$ cat src/rtl/crc5_unfold2_if.sv
// ============================================================================
// Module   : crc5_unfold2_if
// Brief    : Message/remainder bundle for the 2-bit/clock CRC-5 stage.
// Revision : 1.0  initial release
// ============================================================================
`default_nettype none

interface crc5_unfold2_if;
  logic [5:0] data_in;   // bit 5 enters the LFSR first
  logic [4:0] data_out;  // bit 4 is the x^4 coefficient

  modport master (
    output data_in,
    input  data_out
  );

  modport slave (
    input  data_in,
    output data_out
  );
endinterface

`default_nettype wire

$ cat src/rtl/crc5_unfold2.sv
// ============================================================================
// Module   : crc5_unfold2
// Brief    : 2-unfolded Galois LFSR, CRC-5 (x^5+x^2+1) of a 6-bit word per 3-cycle frame.
// Revision : 1.0  initial release
// ============================================================================
`default_nettype none

module crc5_unfold2 (
  input  wire logic     clk,
  input  wire logic     reset,
  crc5_unfold2_if.slave bus
);

  localparam logic [1:0] C_PH_LOAD = 2'd0;
  localparam logic [1:0] C_PH_MID  = 2'd1;
  localparam logic [1:0] C_PH_LAST = 2'd2;

  // Two serial Galois steps folded into one; a is shifted in before b.
  function automatic logic [4:0] f_step2(input logic [4:0] s, input logic a, input logic b);
    logic fb1;
    logic fb2;
    fb1 = a ^ s[4];
    fb2 = b ^ s[3];
    return {s[2], s[1] ^ fb1, s[0] ^ fb2, fb1, fb2};
  endfunction

  logic [1:0] r_cnt;
  logic [4:0] r_s;
  logic [3:0] r_hold;
  logic [4:0] r_data_out;

  logic [4:0] w_base;
  logic       w_a;
  logic       w_b;
  logic [4:0] w_next;
  logic [1:0] w_cnt_next;

  // The load phase seeds from zero, so no remainder carries across frames.
  always_comb begin
    w_base     = 5'd0;
    w_a        = bus.data_in[5];
    w_b        = bus.data_in[4];
    w_cnt_next = C_PH_MID;
    case (r_cnt)
      C_PH_MID: begin
        w_base     = r_s;
        w_a        = r_hold[3];
        w_b        = r_hold[2];
        w_cnt_next = C_PH_LAST;
      end
      C_PH_LAST: begin
        w_base     = r_s;
        w_a        = r_hold[1];
        w_b        = r_hold[0];
        w_cnt_next = C_PH_LOAD;
      end
      default: begin
        w_base     = 5'd0;
        w_a        = bus.data_in[5];
        w_b        = bus.data_in[4];
        w_cnt_next = C_PH_MID;
      end
    endcase
    w_next = f_step2(w_base, w_a, w_b);
  end

  always_ff @(posedge clk or posedge reset) begin
    if (reset) begin
      r_cnt      <= C_PH_LOAD;
      r_s        <= 5'd0;
      r_hold     <= 4'd0;
      r_data_out <= 5'd0;
    end else begin
      r_cnt <= w_cnt_next;
      r_s   <= w_next;
      if (r_cnt == C_PH_LAST) begin
        r_data_out <= w_next;
      end
      if ((r_cnt != C_PH_MID) && (r_cnt != C_PH_LAST)) begin
        r_hold <= bus.data_in[3:0];
      end
    end
  end

  assign bus.data_out = r_data_out;

endmodule

`default_nettype wire

$ cat src/flat_wrapper.sv
// flat-port wrapper written by rule: the top's interface ports become plain ports
module crc5_unfold2_flat 
  (clk, reset, bus_data_in, bus_data_out);
  crc5_unfold2_if bus_i ();
  input  wire logic clk;
  input  wire logic reset;
  input wire logic [$bits(bus_i.data_in)-1:0] bus_data_in;
  output wire logic [$bits(bus_i.data_out)-1:0] bus_data_out;
  assign bus_i.data_in = bus_data_in;
  assign bus_data_out = bus_i.data_out;
  crc5_unfold2 u_core (.clk(clk), .reset(reset), .bus(bus_i));
endmodule
$ cat config.mk
export PLATFORM = sky130hd
export DESIGN_NAME = crc5_unfold2_flat
export DESIGN_NICKNAME = d
export VERILOG_FILES = /design/src/rtl/crc5_unfold2_if.sv /design/src/rtl/crc5_unfold2.sv /design/src/flat_wrapper.sv
export SDC_FILE = /design/constraint.sdc
export NUM_CORES = 1
export LEC_CHECK = 0
export ABC_AREA = 1
export BUFFER_PORTS_ARGS = -buffer_cell sky130_fd_sc_hd__buf_2
export CAP_MARGIN = 40
export CORE_UTILIZATION = 25
export CTS_BUF_LIST = sky130_fd_sc_hd__clkbuf_4 sky130_fd_sc_hd__clkbuf_8
export DETAILED_ROUTE_END_ITERATION = 10
export PLACE_DENSITY = 0.47
export REMOVE_ABC_BUFFERS = 1
export SYNTH_ARGS = -nofsm -noshare
export SYNTH_HDL_FRONTEND = slang
export SYNTH_SLANG_ARGS = --single-unit
$ cat constraint.sdc
create_clock -name clk -period 1.52 [get_ports clk]
set_input_delay 0.152 -clock clk [delete_from_list [all_inputs] [get_ports clk]]
set_output_delay 0.152 -clock clk [all_outputs]
set_load 0.01 [all_outputs]
==> results.toml, run 1 <==
[die]
top_level_ports = 13
die_x_um = 59.0
die_h_um = 59.0
rows = 20
dieArea_mm2 = 0.00349
initial_core_util_pct = 26.4
core-area_mm2 = 0.00308

[layout]
layout-drive-gt1-share_pct = 32.5
fin_cells = 158
area_growth_pct = 25.4
fillers = 331
diodes = 0
final_nets = 126

[sta]
post-route-min-period_ns = 1.45
finalHoldViolCount = 0
tns_ns = 0
fmax_ghz = 0.687
setup_viol = 0
slew_violations = 0
maxSlewHeadroom_pct = 58.7
max_slew.worst_pin.slew_ns = 0.619
rsz0062_at_grt = "false"
fin_skew_ns = 0.00521
hold-worst-slack_ns = 0.0634
min_period_over_period_pct = 95.7

[yosys]
yosys-top-cells-area = "dfrtp_1, nand2_1, nand3_2, nand3_1, ha_1"
avgSynthCellArea_um2 = 8.65
synth_top_area_share_pct = 49.2
synth_area_leader_cell = "dfrtp_1"
synth_seq_cells = 16
synthDistinctLibCells = 13
synth_warnings = 0
yosysSeqAreaShare_pct = 49.2
syn_area_um2 = 813
synthCells = 94

[power_and_ir_drop]
ir_worst_vdd_uv = 453
leakage_nw = 0.543
total_power_mw = 0.835
power_density_mw_per_mm2 = 818

[clocking]
insertion_delay_ns = 0.28
cts_root_buf = "clkbuf_4"
cts_tree = "done"
clk_pin_slew_ns = 0.10
clk_path_buf_depth = 2
clock_sinks = 16
cts.htree.levels = 1
cts_buffers = 3

[worst_setup_path]
critPathKind = "flip-flop to flip-flop"
rr_startpoint = "u_core.r_cnt[1]"
cp_cell_sequence = "ha_4, inv_8, nand3_1, nand3_2, nand2_2, nand3_2, and2_1"
reg2reg_to = "u_core.r_s[3]"
rrSetupSlack_ns = 0.07
r2r_cells = 7
cp_slowest_cell = "dfrtp_1"
critPathLaunchType = "flip-flop"
cp.required_ns = 1.70
cp_top_family = "simple AND/OR/NAND/NOR gates"
startpoint = "u_core.r_cnt[1]"
crit_buf_inv = 1
end_kind = "flip-flop"
path_common_cell = "nand3_2"
critPathMaxStageDelay_ns = 0.43
crit_fanout = 13
cp_data_arrival_time_ns = 1.63

[outcome]
outcome = "finished, final reports clean"

[placement]
portBuffers = 12
placed_cells = 152
dpl.hpwl_um = 1150
gp_congestion = 0.803

[global_route]
grt_use_total_pct = 10.9
grt_overflow = 0
grt_pass1_wl_um = 2790
grt_max_degree = 17
grt_pass1_vias = 662
antenna_found_initial = 0

[min_path]
min-delay-start = "bus_data_in[3]"
min_to = "u_core.r_hold[3]"
hold_path_class = "input port to flip-flop"
hold_path_depth = 3

[detailed_routing]
vias = 651
post_drt_wl_per_cell_um = 9.66
final_antenna_net_count = 0
via_per_inst = 4.12
first_iter_violations = 10
drt_pass1_iterations = 4
drc = 0
drt_wl_total_um = 1530

[flow_run]
maxCapViolCount = 0
per-layer routing:
metal | wire length [um] | part of all wire [%] | GRT usage [%]
met3 | 35 | 2.3 | 2.62
met2 | 780 | 51 | 19.0
met4 | 13 | 0.85 | 5.10
met5 | 0 | 0 | 0
met1 | 696 | 46 | 12.7
flip-flops by register name, summed over array words and instances, names as in the netlist:
| name | flops |
|---|---|
| u_core.bus.data_out | 5 |
| u_core.r_cnt | 2 |
| u_core.r_hold | 4 |
| u_core.r_s | 5 |
cell usage after synthesis:
master	count
ha_1	3
nand3_2	8
and2_1	2
nand2_2	2
inv_1	9
dfrtp_1	16
nand2_1	37
nor2_1	3
buf_6	2
a31oi_1	2
buf_2	1
nand3_1	8
inv_4	1
per-stage QoR:
stage | cell area [um2] | setup WS [ns] | util [%]
final | 1020 | 0.0650 | 33.1
after CTS | 997 | 0.0443 | 32.4
after detailed placement | 938 | -0.0839 | 30.5
after global placement | 938 | -0.00841 | 30.5
after floorplan | 786 | 0.00782 | -
after global routing | 1020 | 0.00000566 | 33.1
power breakdown:
group / leakage (nW) / switching [mW] / internal (mW)
clock network: 0.0210 / 0.136 / 0.146
registers: 0.190 / 0.0123 / 0.450
logic: 0.332 / 0.0517 / 0.0392
cells in the final DEF, fill, tap and decap left out:
cell,synthesis,layout
nand2_1,37,35
dfrtp_1,16,16
buf_2,1,12
nand3_2,8,9
inv_1,9,9
nand3_1,8,7
buf_4,0,6
nand2_2,2,4
nor2_1,3,3
clkbuf_4,0,3
a31oi_1,2,2
and2_1,2,2
ha_1,3,2
inv_8,0,1
ha_4,0,1
clkbuf_8,0,1
dlygate4sd3_1,0,1
worst register-to-register path: cells and delay by family, from the launching register on:
family        cells  cell delay, ns
fa+ha+maj         1            0.34
buf+inv           1            0.07
flops             1            0.43
simple gates      5            0.51
cell type report:
cell class	instances	area, um2	area share, %
Tap cell	44	55.1	5.40
Inverter	10	45.0	4.42
Clock buffer	4	36.3	3.56
Multi-Input combinational cell	65	368	36.1
Timing Repair Buffer	19	115	11.3
Sequential cell	16	400	39.3
logic make-up (layout without fill, tap and decap cells):
logic type / Yosys count / count (layout) / share of synthesized area, %
and+or+nand+nor: 60 / 60 / 36.3
DFF: 16 / 16 / 49.2
buffers and inverters: 13 / 33 / 8.31
adders and majority gates: 3 / 3 / 4.62
AOI/OAI and AO/OA: 2 / 2 / 1.54
worst max path at each step:
stage | end | slack [ns] | cells after the start
after floorplan | u_core.r_s[2] | 0.008 | 8
after detailed placement | u_core.r_s[3] | -0.08 | 8
final | u_core.r_s[3] | 0.07 | 7
after global routing | u_core.r_s[3] | 0.000006 | 7
after CTS | u_core.bus.data_out[3] | 0.04 | 9
after global placement | u_core.r_s[2] | -0.008 | 7
what timing repair did:
action                                  in CTS  in global routing
resized for setup                            2                  5
hold buffers                                 1                  0
endpoints found under the setup margin       6                  5
pin swaps                                    0                  1
endpoints found under the hold margin       16                  0
setup buffers                                0                  1
cloned                                       0                  0
Power figures use the tool's default switching activity.
==> run 2: changes to the inputs <==
--- a/config.mk
+++ b/config.mk
@@ -7,3 +7,2 @@
 export LEC_CHECK = 0
-export ABC_AREA = 1
 export BUFFER_PORTS_ARGS = -buffer_cell sky130_fd_sc_hd__buf_2
--- a/constraint.sdc
+++ b/constraint.sdc
@@ -3,2 +3,2 @@
 set_output_delay 0.152 -clock clk [all_outputs]
-set_load 0.01 [all_outputs]
+set_load 0.1 [all_outputs]
==> results.toml, run 2 <==
[power_and_ir_drop]
power_density_mw_per_mm2 = 1060
pwr-share-clk_pct = 26.9
swShare_pct = 35.1
comb_power_share_pct = 26.6
pwr-share-seq_pct = 46.5
internal_power_mw = 0.666
leakage_nw = 0.446
switching_power_mw = 0.360
ir_worst_vdd_uv = 354

[sta]
min_period_over_period_pct = 96.0
slew_violations = 0
rsz0062_at_grt = "true"
tns_ns = 0
setup_viol = 0
fmax_ghz = 0.685
fin_skew_ns = 0.00159
max_slew.worst_pin.slew_ns = 0.624
finalHoldViolCount = 0
post-route-min-period_ns = 1.46
maxSlewHeadroom_pct = 58.3

[worst_setup_path]
critPathMaxStageDelay_ns = 0.42
path_depth = 6
cp_slowest_cell = "dfrtp_2"
cp.required_ns = 1.69
cp_cell_sequence = "inv_2, ha_4, a22oi_4, xor2_2, o21ai_2, mux2_4"
critPathLaunchType = "flip-flop"
end_kind = "flip-flop"
cp_data_arrival_time_ns = 1.63
crit_buf_inv = 1
crit_fanout = 4
r2r_cells = 6
critPathKind = "flip-flop to flip-flop"
cp_top_family = "flip-flops"

[clocking]
cts_buffers = 3
cts.htree.levels = 1
cts_root_buf = "clkbuf_4"
clk_path_buf_depth = 2
cts_tree = "done"
clock_sinks = 16
insertion_delay_ns = 0.28
clk_pin_slew_ns = 0.09

[yosys]
synth_warnings = 0
synth_edf_count = 0
syn_area_um2 = 766
synthCells = 57
avgSynthCellArea_um2 = 13.4
synthTopCellsByCount = "dfrtp_1, inv_1, ha_1, mux2_2"
synth_seq_cells = 16
synthArstFlopShare_pct = 100
post-synth-top-count-cell = "dfrtp_1"
synthDistinctLibCells = 19
synth_area_leader_cell = "dfrtp_1"
yosysSeqAreaShare_pct = 52.3
yosys-top-cells-area = "dfrtp_1, a22oi_4, ha_1, mux2_2, xor2_2"
synth-main-ff-cell = "dfrtp_1"
synth_top_area_share_pct = 52.3

[layout]
layout_commonest_cell = "dfrtp_1"
diodes = 0
post-route-util_pct = 34.1
final_cell_mix = "dfrtp_1, buf_2, inv_1"
fillers = 276
layout-drive-gt1-share_pct = 48.1
final_nets = 89
area_growth_pct = 26.0

[global_route]
antenna_found_initial = 0
grt_overflow = 0
grt_pass1_vias = 448
grt_use_total_pct = 8.83
grt_max_degree = 17
grt_pass1_wl_um = 2140

[placement]
portBuffers = 12
gp_congestion = 0.705
dpl.hpwl_um = 890

[detailed_routing]
vias = 459
drt_pass1_iterations = 2
first_iter_violations = 5
via_per_inst = 4.25
drc = 0
drt_wl_total_um = 1200
final_antenna_net_count = 0
post_drt_wl_per_cell_um = 11.1

[min_path]
hold_path_depth = 2
hold_path_class = "input port to flip-flop"

[die]
dieArea_mm2 = 0.00329
core-area_mm2 = 0.00283
die_x_um = 57.3
initial_core_util_pct = 27.1
top_level_ports = 13
die_h_um = 57.3
rows = 19

[flow_run]
maxCapViolCount = 0

[outcome]
outcome = "finished, final reports clean"
==> run 2: power by group through the flow <==
| stage | Combinational [mW] | Sequential, mW | Clock, mW |
|---|---|---|---|
| after floorplan | 0.0644 | 0.646 | 0 |
| after global placement | 0.271 | 0.485 | 0 |
| after detailed placement | 0.271 | 0.486 | 0 |
| after CTS | 0.273 | 0.478 | 0.291 |
| after global routing | 0.288 | 0.482 | 0.320 |
| final | 0.273 | 0.477 | 0.277 |
==> run 2: final timing paths <==
check / slack [ns] / from / end
max in group asynchronous: 0.60 / reset / u_core.r_cnt[0]
setup reg to reg: 0.06 / u_core.r_cnt[0] / u_core.bus.data_out[0]
min in group asynchronous: 0.48 / reset / u_core.r_hold[3]
setup / recovery: 0.06 / u_core.r_cnt[0] / u_core.bus.data_out[0]
hold reg to reg: 0.51 / u_core.bus.data_out[0] / u_core.bus.data_out[0]
hold / removal: 0.09 / bus_data_in[3] / u_core.r_hold[3]
==> run 2: per-stage QoR <==
stage | hold WS [ns] | cells | setup WS (ns) | instance area (um2) | power, mW
finish | 0.0870 | 108 | 0.0611 | 965 | 1.03
global route | 0.0655 | 108 | -0.00515 | 965 | 1.09
CTS | 0.0800 | 107 | 0.0167 | 933 | 1.04
detailed placement | 0.270 | 102 | -0.0286 | 885 | 0.758
global placement | 0.265 | 102 | -0.00626 | 885 | 0.756
floorplan | 0.0657 | 55 | -0.0401 | 743 | 0.710
==> run 2: metal layers <==
layer  track usage, %  part of all wire, %
met5                0                    0
met2             12.5                   46
met3             2.49                  3.8
met4             5.23                  1.5
met1             12.0                   48
==> run 2: what timing repair did <==
action	4_1_cts	5_1_grt
pin swaps	0	3
gates resized for setup	1	5
hold buffers	1	0
setup buffers	0	1
endpoints found under the setup margin	2	2
hold endpoints to repair	16	0
==> run 2: logic make-up after synthesis <==
family                   synth area share [%]
flip-flops                               52.3
adder cells (fa/ha/maj)                  4.90
AO/OA/AOI/OAI                            12.1
XOR/XNOR                                 8.82
buffers and inverters                    6.86
multiplexers                             11.3
AND/OR/NAND/NOR                          3.76
==> run 2: cell type report <==
type	count	area (um2)	share of cell area, %
flip-flops and latches	16	402	41.6
multi-input cells	31	338	35.0
well taps	31	38.8	4.02
inverters	8	30.0	3.11
clock buffers	4	36.3	3.76
repair buffers	18	120	12.5
